**src/rtl/bin2bcd_stream_if.sv**
```systemverilog
// ----------------------------------------------------------------------------
// bin2bcd_stream_if
// Handshake bundle for the streaming binary-to-BCD converter.
//
// Input side : IN_VALID / IN_READY qualify BIN and SIGNED.
// Output side: OUT_VALID / OUT_READY qualify BCD, NEG, NDIGITS and OVERFLOW.
//
// modport master : the producer/consumer around the converter (drives inputs,
//                  accepts results)
// modport slave  : the converter itself
//
// Parameters must match the ones given to the bin2bcd_stream instance.
// ----------------------------------------------------------------------------
interface bin2bcd_stream_if #(
    parameter int IN_W   = 32,
    parameter int DIGITS = 10,
    parameter int NDIG_W = 4
);
    logic                  IN_VALID;
    logic                  IN_READY;
    logic [IN_W-1:0]       BIN;
    logic                  SIGNED;
    logic                  OUT_VALID;
    logic                  OUT_READY;
    logic [DIGITS*4-1:0]   BCD;
    logic                  NEG;
    logic [NDIG_W-1:0]     NDIGITS;
    logic                  OVERFLOW;

    modport master (
        output IN_VALID, BIN, SIGNED, OUT_READY,
        input  IN_READY, OUT_VALID, BCD, NEG, NDIGITS, OVERFLOW
    );

    modport slave (
        input  IN_VALID, BIN, SIGNED, OUT_READY,
        output IN_READY, OUT_VALID, BCD, NEG, NDIGITS, OVERFLOW
    );
endinterface

```
**src/rtl/bin2bcd_stream.sv**
```systemverilog
// ----------------------------------------------------------------------------
// bin2bcd_stream
// Multi-cycle double-dabble binary-to-BCD converter with valid/ready
// handshakes. Supports two's-complement input (magnitude + sign out), a
// configurable number of shift-add iterations per clock, a significant-digit
// count for leading-zero blanking, and overflow when DIGITS is too small.
//
// Ports:
//   CLK    in  clock, rising edge
//   RESET  in  asynchronous, active-high reset
//   bus    bin2bcd_stream_if.slave
//            IN_VALID/IN_READY, BIN, SIGNED        input handshake + data
//            OUT_VALID/OUT_READY                   output handshake
//            BCD      packed BCD magnitude, digit 0 in [3:0]
//            NEG      result negative
//            NDIGITS  significant digits, 1..DIGITS
//            OVERFLOW magnitude >= 10^DIGITS (BCD holds it mod 10^DIGITS)
//
// State | meaning
// ------+---------------------------------------------------------------
// IDLE  | IN_READY=1, waiting for IN_VALID
// CONV  | running IN_W/SHIFTS_PER_CYCLE clock steps of double-dabble
// DONE  | OUT_VALID=1, result held until OUT_READY
// ----------------------------------------------------------------------------
module bin2bcd_stream #(
    parameter int IN_W             = 32,
    parameter int DIGITS           = 10,
    parameter int SHIFTS_PER_CYCLE = 1,
    parameter int CNT_W            = 6,
    parameter int NDIG_W           = 4
) (
    input  logic                   CLK,
    input  logic                   RESET,
    bin2bcd_stream_if.slave        bus
);

    localparam int BCD_W = DIGITS * 4;
    localparam int ITERS = IN_W / SHIFTS_PER_CYCLE;

    if (IN_W < 2) begin : g_chk_in_w
        $error("bin2bcd_stream: IN_W must be at least 2");
    end
    if ((IN_W % SHIFTS_PER_CYCLE) != 0) begin : g_chk_spc
        $error("bin2bcd_stream: SHIFTS_PER_CYCLE must divide IN_W");
    end
    if (ITERS > ((1 << CNT_W) - 1)) begin : g_chk_cnt
        $error("bin2bcd_stream: CNT_W too small for IN_W/SHIFTS_PER_CYCLE");
    end
    if (DIGITS > ((1 << NDIG_W) - 1)) begin : g_chk_ndig
        $error("bin2bcd_stream: NDIG_W too small for DIGITS");
    end

    typedef enum logic [1:0] {
        IDLE = 2'd0,
        CONV = 2'd1,
        DONE = 2'd2
    } state_t;

    state_t              state_q;
    logic [CNT_W-1:0]    cnt_q;
    logic [IN_W-1:0]     mag_q;
    logic [BCD_W-1:0]    bcd_work_q;
    logic                ovf_work_q;
    logic                neg_work_q;

    logic [BCD_W-1:0]    bcd_q;
    logic                neg_q;
    logic [NDIG_W-1:0]   ndig_q;
    logic                ovf_q;
    logic                in_ready_q;
    logic                out_valid_q;

    logic [IN_W-1:0]     mag_in_d;
    logic                neg_in_d;
    logic [IN_W-1:0]     mag_d;
    logic [BCD_W-1:0]    bcd_work_d;
    logic                ovf_work_d;
    logic [NDIG_W-1:0]   ndig_d;

    // Magnitude of the incoming word. Negating the most negative value wraps
    // back to 2^(IN_W-1), which is exactly its magnitude when read unsigned.
    always_comb begin
        neg_in_d = bus.SIGNED & bus.BIN[IN_W-1];
        mag_in_d = bus.BIN;
        if (neg_in_d) begin
            mag_in_d = (~bus.BIN) + IN_W'(1);
        end
    end

    // One clock worth of double-dabble: SHIFTS_PER_CYCLE add-3/shift steps
    // chained combinationally. A 1 leaving the top digit means the value no
    // longer fits in DIGITS digits.
    always_comb begin
        bcd_work_d = bcd_work_q;
        mag_d      = mag_q;
        ovf_work_d = ovf_work_q;
        for (int s = 0; s < SHIFTS_PER_CYCLE; s++) begin
            for (int d = 0; d < DIGITS; d++) begin
                if (bcd_work_d[d*4 +: 4] >= 4'd5) begin
                    bcd_work_d[d*4 +: 4] = bcd_work_d[d*4 +: 4] + 4'd3;
                end
            end
            if (bcd_work_d[BCD_W-1]) begin
                ovf_work_d = 1'b1;
            end
            bcd_work_d = {bcd_work_d[BCD_W-2:0], mag_d[IN_W-1]};
            mag_d      = {mag_d[IN_W-2:0], 1'b0};
        end
    end

    // Significant digits of the value about to be published; zero shows as
    // one digit.
    always_comb begin
        ndig_d = NDIG_W'(1);
        for (int d = 1; d < DIGITS; d++) begin
            if (bcd_work_d[d*4 +: 4] != 4'd0) begin
                ndig_d = NDIG_W'(d + 1);
            end
        end
    end

    always_ff @(posedge CLK or posedge RESET) begin
        if (RESET) begin
            state_q     <= IDLE;
            cnt_q       <= '0;
            mag_q       <= '0;
            bcd_work_q  <= '0;
            ovf_work_q  <= 1'b0;
            neg_work_q  <= 1'b0;
            bcd_q       <= '0;
            neg_q       <= 1'b0;
            ndig_q      <= NDIG_W'(1);
            ovf_q       <= 1'b0;
            in_ready_q  <= 1'b1;
            out_valid_q <= 1'b0;
        end else begin
            case (state_q)
                IDLE: begin
                    if (bus.IN_VALID) begin
                        state_q    <= CONV;
                        cnt_q      <= CNT_W'(ITERS);
                        mag_q      <= mag_in_d;
                        neg_work_q <= neg_in_d;
                        bcd_work_q <= '0;
                        ovf_work_q <= 1'b0;
                        ovf_q      <= 1'b0;
                        in_ready_q <= 1'b0;
                    end
                end
                CONV: begin
                    bcd_work_q <= bcd_work_d;
                    mag_q      <= mag_d;
                    ovf_work_q <= ovf_work_d;
                    cnt_q      <= cnt_q - CNT_W'(1);
                    // Last step: publish straight from the combinational
                    // result so all outputs change on the same edge.
                    if (cnt_q == CNT_W'(1)) begin
                        state_q     <= DONE;
                        bcd_q       <= bcd_work_d;
                        neg_q       <= neg_work_q;
                        ovf_q       <= ovf_work_d;
                        ndig_q      <= ndig_d;
                        out_valid_q <= 1'b1;
                    end
                end
                DONE: begin
                    // IN_READY returns one cycle after the output handshake,
                    // never in the same cycle.
                    if (bus.OUT_READY) begin
                        state_q     <= IDLE;
                        out_valid_q <= 1'b0;
                        in_ready_q  <= 1'b1;
                    end
                end
                default: begin
                    state_q     <= IDLE;
                    out_valid_q <= 1'b0;
                    in_ready_q  <= 1'b1;
                end
            endcase
        end
    end

    assign bus.IN_READY  = in_ready_q;
    assign bus.OUT_VALID = out_valid_q;
    assign bus.BCD       = bcd_q;
    assign bus.NEG       = neg_q;
    assign bus.NDIGITS   = ndig_q;
    assign bus.OVERFLOW  = ovf_q;

endmodule

```
**src/flat_wrapper.sv**
```systemverilog
// flat-port wrapper written by rule: the top's interface ports become plain ports
module bin2bcd_stream_flat 
#(
    parameter int IN_W             = 32,
    parameter int DIGITS           = 10,
    parameter int SHIFTS_PER_CYCLE = 1,
    parameter int CNT_W            = 6,
    parameter int NDIG_W           = 4
)
  (CLK, RESET, bus_IN_VALID, bus_BIN, bus_SIGNED, bus_OUT_READY, bus_IN_READY, bus_OUT_VALID, bus_BCD, bus_NEG, bus_NDIGITS, bus_OVERFLOW);
  bin2bcd_stream_if #(.IN_W(IN_W), .DIGITS(DIGITS), .NDIG_W(NDIG_W)) bus_i ();
  input  logic CLK;
  input  logic RESET;
  input wire logic [$bits(bus_i.IN_VALID)-1:0] bus_IN_VALID;
  input wire logic [$bits(bus_i.BIN)-1:0] bus_BIN;
  input wire logic [$bits(bus_i.SIGNED)-1:0] bus_SIGNED;
  input wire logic [$bits(bus_i.OUT_READY)-1:0] bus_OUT_READY;
  output wire logic [$bits(bus_i.IN_READY)-1:0] bus_IN_READY;
  output wire logic [$bits(bus_i.OUT_VALID)-1:0] bus_OUT_VALID;
  output wire logic [$bits(bus_i.BCD)-1:0] bus_BCD;
  output wire logic [$bits(bus_i.NEG)-1:0] bus_NEG;
  output wire logic [$bits(bus_i.NDIGITS)-1:0] bus_NDIGITS;
  output wire logic [$bits(bus_i.OVERFLOW)-1:0] bus_OVERFLOW;
  assign bus_i.IN_VALID = bus_IN_VALID;
  assign bus_i.BIN = bus_BIN;
  assign bus_i.SIGNED = bus_SIGNED;
  assign bus_i.OUT_READY = bus_OUT_READY;
  assign bus_IN_READY = bus_i.IN_READY;
  assign bus_OUT_VALID = bus_i.OUT_VALID;
  assign bus_BCD = bus_i.BCD;
  assign bus_NEG = bus_i.NEG;
  assign bus_NDIGITS = bus_i.NDIGITS;
  assign bus_OVERFLOW = bus_i.OVERFLOW;
  bin2bcd_stream #(.IN_W(IN_W), .DIGITS(DIGITS), .SHIFTS_PER_CYCLE(SHIFTS_PER_CYCLE), .CNT_W(CNT_W), .NDIG_W(NDIG_W)) u_core (.CLK(CLK), .RESET(RESET), .bus(bus_i));
endmodule
```
**config.mk**
```make
export PLATFORM = sky130hd
export DESIGN_NAME = bin2bcd_stream_flat
export DESIGN_NICKNAME = d
export VERILOG_FILES = /design/src/rtl/bin2bcd_stream_if.sv /design/src/rtl/bin2bcd_stream.sv /design/src/flat_wrapper.sv
export SDC_FILE = /design/constraint.sdc
export NUM_CORES = 1
export LEC_CHECK = 0
export CAP_MARGIN = 20
export CORE_MARGIN = 8
export CORE_UTILIZATION = 56
export DETAILED_ROUTE_END_ITERATION = 16
export HOLD_SLACK_MARGIN = 0.05
export PLACE_DENSITY_LB_ADDON = 0.08
export RECOVER_POWER = 50
export SLEW_MARGIN = 20
export SYNTH_ARGS = -nofsm -noshare
export SYNTH_HDL_FRONTEND = slang
export SYNTH_SLANG_ARGS = --single-unit
```
**constraint.sdc**
```tcl
create_clock -name CLK -period 6.2 [get_ports CLK]
set_input_delay 1.24 -clock CLK [delete_from_list [all_inputs] [get_ports CLK]]
set_output_delay 1.24 -clock CLK [all_outputs]
set_load 0.01 [all_outputs]
```
==> summary.txt, run 1 <==
Drt
  – DRC Markers: 0
  – ANT nets after route: 0
  – Iteration count of the initial detailed-routing pass: 6
  – Final wirelength: 16600 microns
  – Per-cell routed wire length: 16.5 microns
  – Vias: 5878
  – Starting DRT DRC Count: 520
  – Vias per inst: 5.83

Clock tree
  – Reg clk slew, reported paths: 0.06 ns
  – CTS Hold Bufs: 0
  – Clk_lat worst skew: 0.42 ns
  – Clk root buf: clkbuf_16
  – Cts bufs inserted: 17
  – CTS tree: yes
  – Clock Sink Count: 130
  – Setup repair bufs after CTS: 0
  – Htree depth: 4
  – Max clock buf depth: 2
  – Post-CTS Resized: 0

Run
  – Max_cap viols: 1

Critical path
  – Family with the most delay on the worst path: buffers and inverters
  – Critical Path Sink Type: register
  – Crit path max-delay cell type: clkbuf_1
  – Worst Path Max Fanout: 62
  – CP startpoint kind: register
  – Buf/Inv on CP: 2
  – Worst EP arrival: 4.09 ns
  – Data required, critical path: 6.53 ns
  – CP Cell Sequence: nor2b_1 > clkbuf_1 > nand3_1 > buf_4 > a2bb2oi_1 > o21ai_0
  – Slowest stage delay, CP: 1.30 ns
  – Crit Path Class: reg2reg

Place
  – DPL Wire Length: 11400 microns
  – DP Worst Slack: 2.33 ns
  – Buffers on Ports: 84
  – Placed instance area: 7890 sq um
  – Gp weighted congestion: 0.847

GRT
  – Initial antenna violation count: 1
  – Remaining global-route overflow: 0
  – GRT Util Overall: 0.213
  – First-pass GRT wire length: 27900 microns
  – Vias in the first global route: 5963
  – Pin count of the biggest net entering global routing: 84

Logic synthesis
  – Netlist cell types: 56
  – Cell with the most instances after synthesis: dfrtp_1
  – Mapped Area: 6930 sq um
  – EDFF count, synth: 0
  – Syn_nets: 818
  – Synthesized area per cell: 9.14 sq um
  – Synth area leaders: dfrtp_1, o21ai_0, nand2_1, ha_1, nand3_1
  – Primary FF master, synth: dfrtp_1
  – Synthesis Warnings: 0
  – Yosys top cell by area: dfrtp_1
  – #FFs+latches synth: 130
  – Top cell type's share of synthesized area: 0.462
  – Syn Inst Count: 758
  – Commonest cells post-synth: dfrtp_1, o21ai_0, nand2_1
  – Sequential area share after synthesis: 0.470
  – Post-synthesis async set-or-reset flop share: 1.00

Timing
  – Post-route clock period utilization: 0.606
  – Setup ws final: 2.44 ns
  – Worst-Margin Slew: 1.78 ns
  – Min Tclk post-route: 3.76 ns
  – Rel. slew slack: -0.187
  – Fmax achieved: 266 MHz
  – Final Setup Violations: 0
  – Setup TNS: 0 ns
  – Pins Over Slew Limit: 41
  – Final hold violations: 0
  – Clock Skew: 0.00586 ns
  – RSZ-0062 raised after global routing: no

Outcome
  – Failing checks: capacitance limit, slew limit
  – Status: finished, violations left

Floorplan
  – Die area: 16200 sq um
  – Rows: 40
  – Initial Utilization: 0.574
  – # IOs: 85
  – Core Region: 12100 sq um
  – Die Wd: 127 microns
  – Die Ht: 127 microns

Cells and area
  – Register Area: 3260 sq um
  – Post-route design area: 8470 sq um
  – Final layout net count: 886
  – Area grow syn2layout: 22.2%
  – Fillers: 968
  – Area of the multi-input gates: 3420 sq um
  – Post-layout util: 0.702
  – Share of cells above drive strength 1: 0.0715

Worst hold path
  – Hold/Removal Path Class: reg2reg

Power and ir drop
  – Power per Cell Area: 522 nW/um^2
  – Total power: 4.42 mW
  – Peak VDD IR: 296 uV
  – Static leakage: 3.52 nW
[area by class of cell]
type | instances | area share
diodes | 1 | 0.000296
clock buffers | 21 | 0.0544
clock inverters | 11 | 0.0160
inverters | 26 | 0.0117
multi-input cells | 560 | 0.403
flip-flops and latches | 130 | 0.384
well taps | 168 | 0.0248
repair buffers | 91 | 0.105
[per-stage QoR]
step                      hold WS (ns)  instances
after floorplan                  0.439        758
after global placement           0.450        975
after detailed placement         0.469        975
after CTS                        0.481       1007
after global routing             0.500       1008
final                            0.474       1008
[report_power, final]
group,internal (mW),switching (mW)
Clock,0.648,0.359
Sequential,1.23,0.295
Combinational,0.850,1.04
Total,2.73,1.70
[worst reg2reg max path, delay by kind of cell, from the launching register on]
family | cells | cell delay [ns]
simple gates | 2 | 1.06
flops | 1 | 0.41
buf+inv | 2 | 1.86
compound gates | 2 | 0.34
[state kept, by name, indices dropped and copies added (netlist names)]
signal,flops
u_core.bcd_work_q,40
u_core.cnt_q,6
u_core.state_q,2
u_core.ovf_work_q,1
u_core.bus.BCD,40
u_core.neg_work_q,1
u_core.bus.OVERFLOW,1
u_core.mag_q,32
u_core.bus.NEG,1
u_core.bus.NDIGITS,4
u_core.bus.IN_READY,1
u_core.bus.OUT_VALID,1
[cells by family after synthesis]
family / synth area share
xor+xnor: 0.0379
simple gates: 0.183
flops: 0.470
buf+inv: 0.0379
mux: 0.0354
compound gates: 0.195
fa+ha+maj: 0.0415
[layout by cell type, fill, tap and decap left out, drive strengths merged, types with 7 or more instances in the layout]
cell type      Yosys  layout
mux2i             11      11
xnor2             20      20
ha                23      23
a22o               9       9
nor3              17      17
nand2b            11      11
a21oi             40      40
nand2             86      86
nor2              32      32
mux2              12      12
o21ai            134     134
dfrtp            128     128
clkbuf            37      22
inv               26      25
a22oi             19      19
clkdlybuf4s50      0      81
xor2              10      10
nand3             41      41
or3                7       7
nor3b             11      11
[path summary, 6_finish.rpt]
path | startpoint | endpoint | slack, ns | cells after the start
setup / recovery | u_core.state_q[0] | u_core.bus.NDIGITS[0] | 2.44 | 6
hold / removal | u_core.neg_work_q | u_core.bus.NEG | 0.47 | 2
setup reg to reg | u_core.state_q[0] | u_core.bus.NDIGITS[0] | 2.44 | 6
hold reg to reg | u_core.neg_work_q | u_core.bus.NEG | 0.47 | 2
max in group asynchronous | RESET | u_core.bus.BCD[32] | 3.47 | 3
min in group asynchronous | RESET | u_core.mag_q[23] | 1.47 | 2
[metal layers]
layer | GRT usage | vias to the layer above | share of wire
li1 | - | 2847 | -
met2 | 0.358 | 172 | 0.49
met3 | 0.0632 | 25 | 0.061
met1 | 0.251 | 2834 | 0.44
met4 | 0.0833 | 0 | 0.016
met5 | 0 | - | 0
No activity file was read; power rests on OpenSTA's default activity.
==> run 2: changes to the inputs <==
Clock period 6.2 ns to 3.5 ns, I/O delays scaled along.
==> summary.txt, run 2 (synthesis gave the netlist of run 1 again) <==
Critical path
  – R2R Path Start: u_core.state_q[0]
  – Crit Path Class: reg2reg
  – Reg2Reg Depth: 7
  – RR Endpoint: u_core.mag_q[24]
  – Crit path max-delay cell type: clkbuf_1
  – Worst Path Max Fanout: 34
  – Data required, critical path: 3.79 ns
  – CP startpoint kind: register
  – Flop2flop setup slack: 0.51 ns
  – Critical Path Sink Type: register
  – Worst EP arrival: 3.28 ns
  – Slowest stage delay, CP: 1.18 ns
  – CP Cell Sequence: nor2b_2 > clkbuf_1 > nor2_2 > buf_4 > a22o_1 > a21oi_1 > o21ai_1

Outcome
  – Status: finished, violations left
  – Failing checks: capacitance limit, slew limit

Worst hold path
  – Hold/Removal Path Class: reg2reg
  – Hold Path Depth: 2
  – Worst Hold End: u_core.bus.IN_READY
  – Beginning of the worst hold path: u_core.bus.IN_READY

Place
  – Placed instance area: 7920 sq um
  – Gp weighted congestion: 0.865
  – DPL Wire Length: 11400 microns
  – Buffers on Ports: 84

Power and ir drop
  – Combinational cell fraction of total power: 0.432
  – Power per Cell Area: 916 nW/um^2
  – Switching Share: 0.384
  – Static leakage: 3.52 nW
  – Peak VDD IR: 468 uV
  – Pint: 4.78 mW
  – Clk pwr share: 0.219
  – Sequential share of power: 0.349
  – NetSw: 2.98 mW

Drt
  – Vias: 5909
  – Per-cell routed wire length: 16.3 microns
  – DRC Markers: 0
  – ANT nets after route: 0
  – Vias per inst: 5.85
  – Iteration count of the initial detailed-routing pass: 5
  – Final wirelength: 16500 microns
  – Starting DRT DRC Count: 486

Timing
  – Fmax achieved: 335 MHz
  – Final Setup Violations: 0
  – Setup TNS: 0 ns
  – RSZ-0062 raised after global routing: no
  – Rel. slew slack: -0.183
  – Min Tclk post-route: 2.99 ns
  – Pins Over Slew Limit: 204
  – Post-route clock period utilization: 0.854
  – Clock Skew: 0.0161 ns
  – Worst-Margin Slew: 1.78 ns
  – Final hold violations: 0

Cells and area
  – Post-route design area: 8460 sq um
  – Antenna cells: 0
  – Most frequent cells in the layout: dfrtp_1, o21ai_0, nand2_1, clkdlybuf4s50_1, nand3_1
  – Final layout net count: 889
  – Area grow syn2layout: 22.1%
  – Most common cell after layout, fill and taps aside: dfrtp_1
  – Share of cells above drive strength 1: 0.0701

Floorplan
  – Die area: 16200 sq um
  – Die Ht: 127 microns
  – Initial Utilization: 0.574
  – # IOs: 85
  – Die Wd: 127 microns
  – Rows: 40
  – Core Region: 12100 sq um

Clock tree
  – Clk_lat worst skew: 0.43 ns
  – Cts bufs inserted: 17
  – Clock Sink Count: 130
  – Setup repair bufs after CTS: 0
  – Clk root buf: clkbuf_16
  – Htree depth: 4
  – Max clock buf depth: 2
  – CTS tree: yes
  – CTS Hold Bufs: 0
  – Reg clk slew, reported paths: 0.06 ns
  – Post-CTS Resized: 0

GRT
  – GRT Util Overall: 0.210
  – Initial antenna violation count: 0
  – Remaining global-route overflow: 0
  – Vias in the first global route: 5751
  – Pin count of the biggest net entering global routing: 131
  – First-pass GRT wire length: 27400 microns

Run
  – Max_cap viols: 3
==> run 2: cell types whose count changed in the layout (fill, tap and decap cells not counted), sizes merged <==
cell           delta
clkdlybuf4s50     +1
clkinvlp          -2
clkinv            -3
bufinv            -2
dlygate4sd3       -1
diode             -1
clkbuf           +10
==> run 2: worst max-delay path by stage <==
stage	from	to	slack [ns]
after floorplan	bus_BIN[14]	u_core.mag_q[24]	0.81
after global placement	bus_BIN[12]	u_core.mag_q[24]	0.26
after detailed placement	bus_BIN[14]	u_core.mag_q[24]	0.21
after CTS	bus_BIN[14]	u_core.mag_q[24]	0.64
after global routing	u_core.state_q[0]	u_core.mag_q[22]	0.28
final	u_core.state_q[0]	u_core.mag_q[24]	0.51
==> run 2: layer usage <==
metal  part of all wire  up-vias  track usage
met2               0.49      172        0.350
met4              0.021        0       0.0973
met3              0.057       25       0.0587
met1               0.43     2864        0.247
li1                   -     2848            -
met5                  0        -            0
==> run 2: cell type report <==
class	instances	area (sq um)
fill	942	3600
multi-input combinational	560	3420
sequential	130	3260
timing repair buffer	94	905
clock buffer	28	527
tap	168	210
inverter	26	101
clock inverter	4	45.0
==> run 2: worst max-delay path: cells and delay by family (launching register included) <==
family | cells | cell delay [ns]
flops | 1 | 0.41
simple gates | 2 | 0.46
buf+inv | 2 | 1.48
compound gates | 3 | 0.49
==> run 2: power by group through the flow <==
stage	combinational, mW	sequential, mW	clock (mW)
after floorplan	2.18	2.67	0
after global placement	3.20	2.67	0
after detailed placement	3.36	2.71	0
after CTS	3.39	2.69	1.73
after global routing	3.74	2.79	1.80
final	3.35	2.71	1.70
==> run 2: stage by stage <==
step                      power, mW  hold slack [ns]  setup slack [ns]   util  std cells
after floorplan                4.84            0.439             0.806      -        758
after global placement         5.87            0.450             0.264  0.657        978
final                          7.75            0.473             0.511  0.702       1010
after detailed placement       6.07            0.468             0.211  0.657        978
after CTS                      7.80            0.478             0.643  0.704       1010
after global routing           8.33            0.500             0.279  0.702       1010
==> run 3: changes to the inputs <==
Settings changed: CAP_MARGIN 20 to 5, CTS_BUF_LIST set to sky130_fd_sc_hd__clkbuf_16.
==> summary.txt, run 3 (synthesis gave the netlist of run 1 again) <==
Cells and area
  – Final cell count without fillers: 1010
  – Final layout net count: 889
  – Area grow syn2layout: 21.3%
  – Share of cells above drive strength 1: 0.0629
  – Antenna cells: 0
  – Post-route design area: 8400 sq um
  – Most frequent cells in the layout: dfrtp_1, o21ai_0, nand2_1, clkdlybuf4s50_1, nand3_1
  – Most common cell after layout, fill and taps aside: dfrtp_1

Drt
  – Vias per inst: 5.83
  – ANT nets after route: 0
  – Vias: 5888
  – DRC Markers: 0
  – Starting DRT DRC Count: 477
  – Iteration count of the initial detailed-routing pass: 5
  – Per-cell routed wire length: 16.3 microns
  – Final wirelength: 16500 microns

Place
  – DPL Wire Length: 11400 microns
  – Buffers on Ports: 84
  – Gp weighted congestion: 0.865
  – Placed instance area: 7920 sq um
  – Placed insts: 978

Clock tree
  – Clock Sink Count: 130
  – Htree depth: 4
  – Clk root buf: clkbuf_16
  – CTS tree: yes
  – Reg clk slew, reported paths: 0.05 ns
  – Setup repair bufs after CTS: 0
  – Post-CTS Resized: 0
  – Cts bufs inserted: 17
  – Max clock buf depth: 2
  – Clk_lat worst skew: 0.42 ns
  – CTS Hold Bufs: 0

GRT
  – Initial antenna violation count: 0
  – GRT Util Overall: 0.208
  – Remaining global-route overflow: 0
  – Vias in the first global route: 5743
  – First-pass GRT wire length: 27300 microns
  – Pin count of the biggest net entering global routing: 131

Critical path
  – Crit path max-delay cell type: clkbuf_1
  – Data required, critical path: 3.78 ns
  – Critical Path Sink Type: register
  – CP startpoint kind: register
  – Worst EP arrival: 3.27 ns
  – Worst Path Max Fanout: 34
  – Slowest stage delay, CP: 1.18 ns
  – CP Cell Sequence: nor2b_2 > clkbuf_1 > nor2_2 > buf_4 > a22o_1 > a21oi_1 > o21ai_1
  – Crit Path Class: reg2reg

Floorplan
  – Die area: 16200 sq um
  – Core Region: 12100 sq um
  – Initial Utilization: 0.574
  – # IOs: 85
  – Rows: 40
  – Die Wd: 127 microns
  – Die Ht: 127 microns

Power and ir drop
  – Pint: 4.63 mW
  – Clk pwr share: 0.204
  – Switching Share: 0.390
  – NetSw: 2.97 mW
  – Combinational cell fraction of total power: 0.440
  – Total power: 7.60 mW
  – Static leakage: 3.51 nW
  – Power per Cell Area: 904 nW/um^2
  – Sequential share of power: 0.356
  – Peak VDD IR: 465 uV

Timing
  – Rel. slew slack: -0.190
  – Post-route clock period utilization: 0.853
  – Final hold violations: 0
  – Worst-Margin Slew: 1.79 ns
  – RSZ-0062 raised after global routing: no
  – Clock Skew: 0.00697 ns
  – Setup TNS: 0 ns
  – Smallest hold slack: 0.474 ns
  – Final Setup Violations: 0
  – Pins Over Slew Limit: 204
  – Fmax achieved: 335 MHz
  – Min Tclk post-route: 2.98 ns

Worst hold path
  – Hold/Removal Path Class: reg2reg

Outcome
  – Failing checks: capacitance limit, slew limit
  – Status: finished, violations left

Run
  – Max_cap viols: 3
-- run 3: power groups by stage --
stage	logic, mW	clock network (mW)	registers (mW)
floorplan	2.18	0	2.67
global placement	3.20	0	2.67
detailed placement	3.36	0	2.71
CTS	3.38	1.57	2.69
global route	3.74	1.65	2.79
finish	3.34	1.55	2.70
-- run 3: critical path: cells and delay by family (launching register included) --
kind,cells,cell delay [ns]
AO/OA/AOI/OAI,3,0.49
buffers and inverters,2,1.48
flip-flops,1,0.40
AND/OR/NAND/NOR,2,0.46
-- run 3: area by class of cell --
| type | instances | area [sq um] |
|---|---|---|
| inverters | 26 | 101 |
| repair buffers | 94 | 905 |
| clock inverters | 15 | 86.3 |
| fillers | 950 | 3660 |
| clock buffers | 17 | 425 |
| flip-flops and latches | 130 | 3260 |
| well taps | 168 | 210 |
| multi-input cells | 560 | 3420 |
-- run 3: metrics by stage --
stage | utilization | setup slack [ns]
after floorplan | - | 0.806
after global placement | 0.657 | 0.264
after detailed placement | 0.657 | 0.211
after CTS | 0.699 | 0.640
after global routing | 0.697 | 0.282
final | 0.697 | 0.515
-- run 3: worst paths after layout --
check,from,to,slack (ns),depth (start not counted)
min in group asynchronous,RESET,u_core.mag_q[22],1.38,3
setup reg to reg,u_core.state_q[0],u_core.mag_q[24],0.52,7
hold / removal,u_core.bus.IN_READY,u_core.bus.IN_READY,0.47,2
setup / recovery,u_core.state_q[0],u_core.mag_q[24],0.52,7
hold reg to reg,u_core.bus.IN_READY,u_core.bus.IN_READY,0.47,2
max in group asynchronous,RESET,u_core.mag_q[5],0.96,3
-- run 3: routing by layer --
| layer | track usage | up-vias | wire length [microns] |
|---|---|---|---|
| met2 | 0.349 | 159 | 8040 |
| li1 | - | 2851 | - |
| met3 | 0.0636 | 23 | 920 |
| met4 | 0.0847 | 0 | 310 |
| met1 | 0.246 | 2855 | 7180 |
| met5 | 0 | - | 0 |
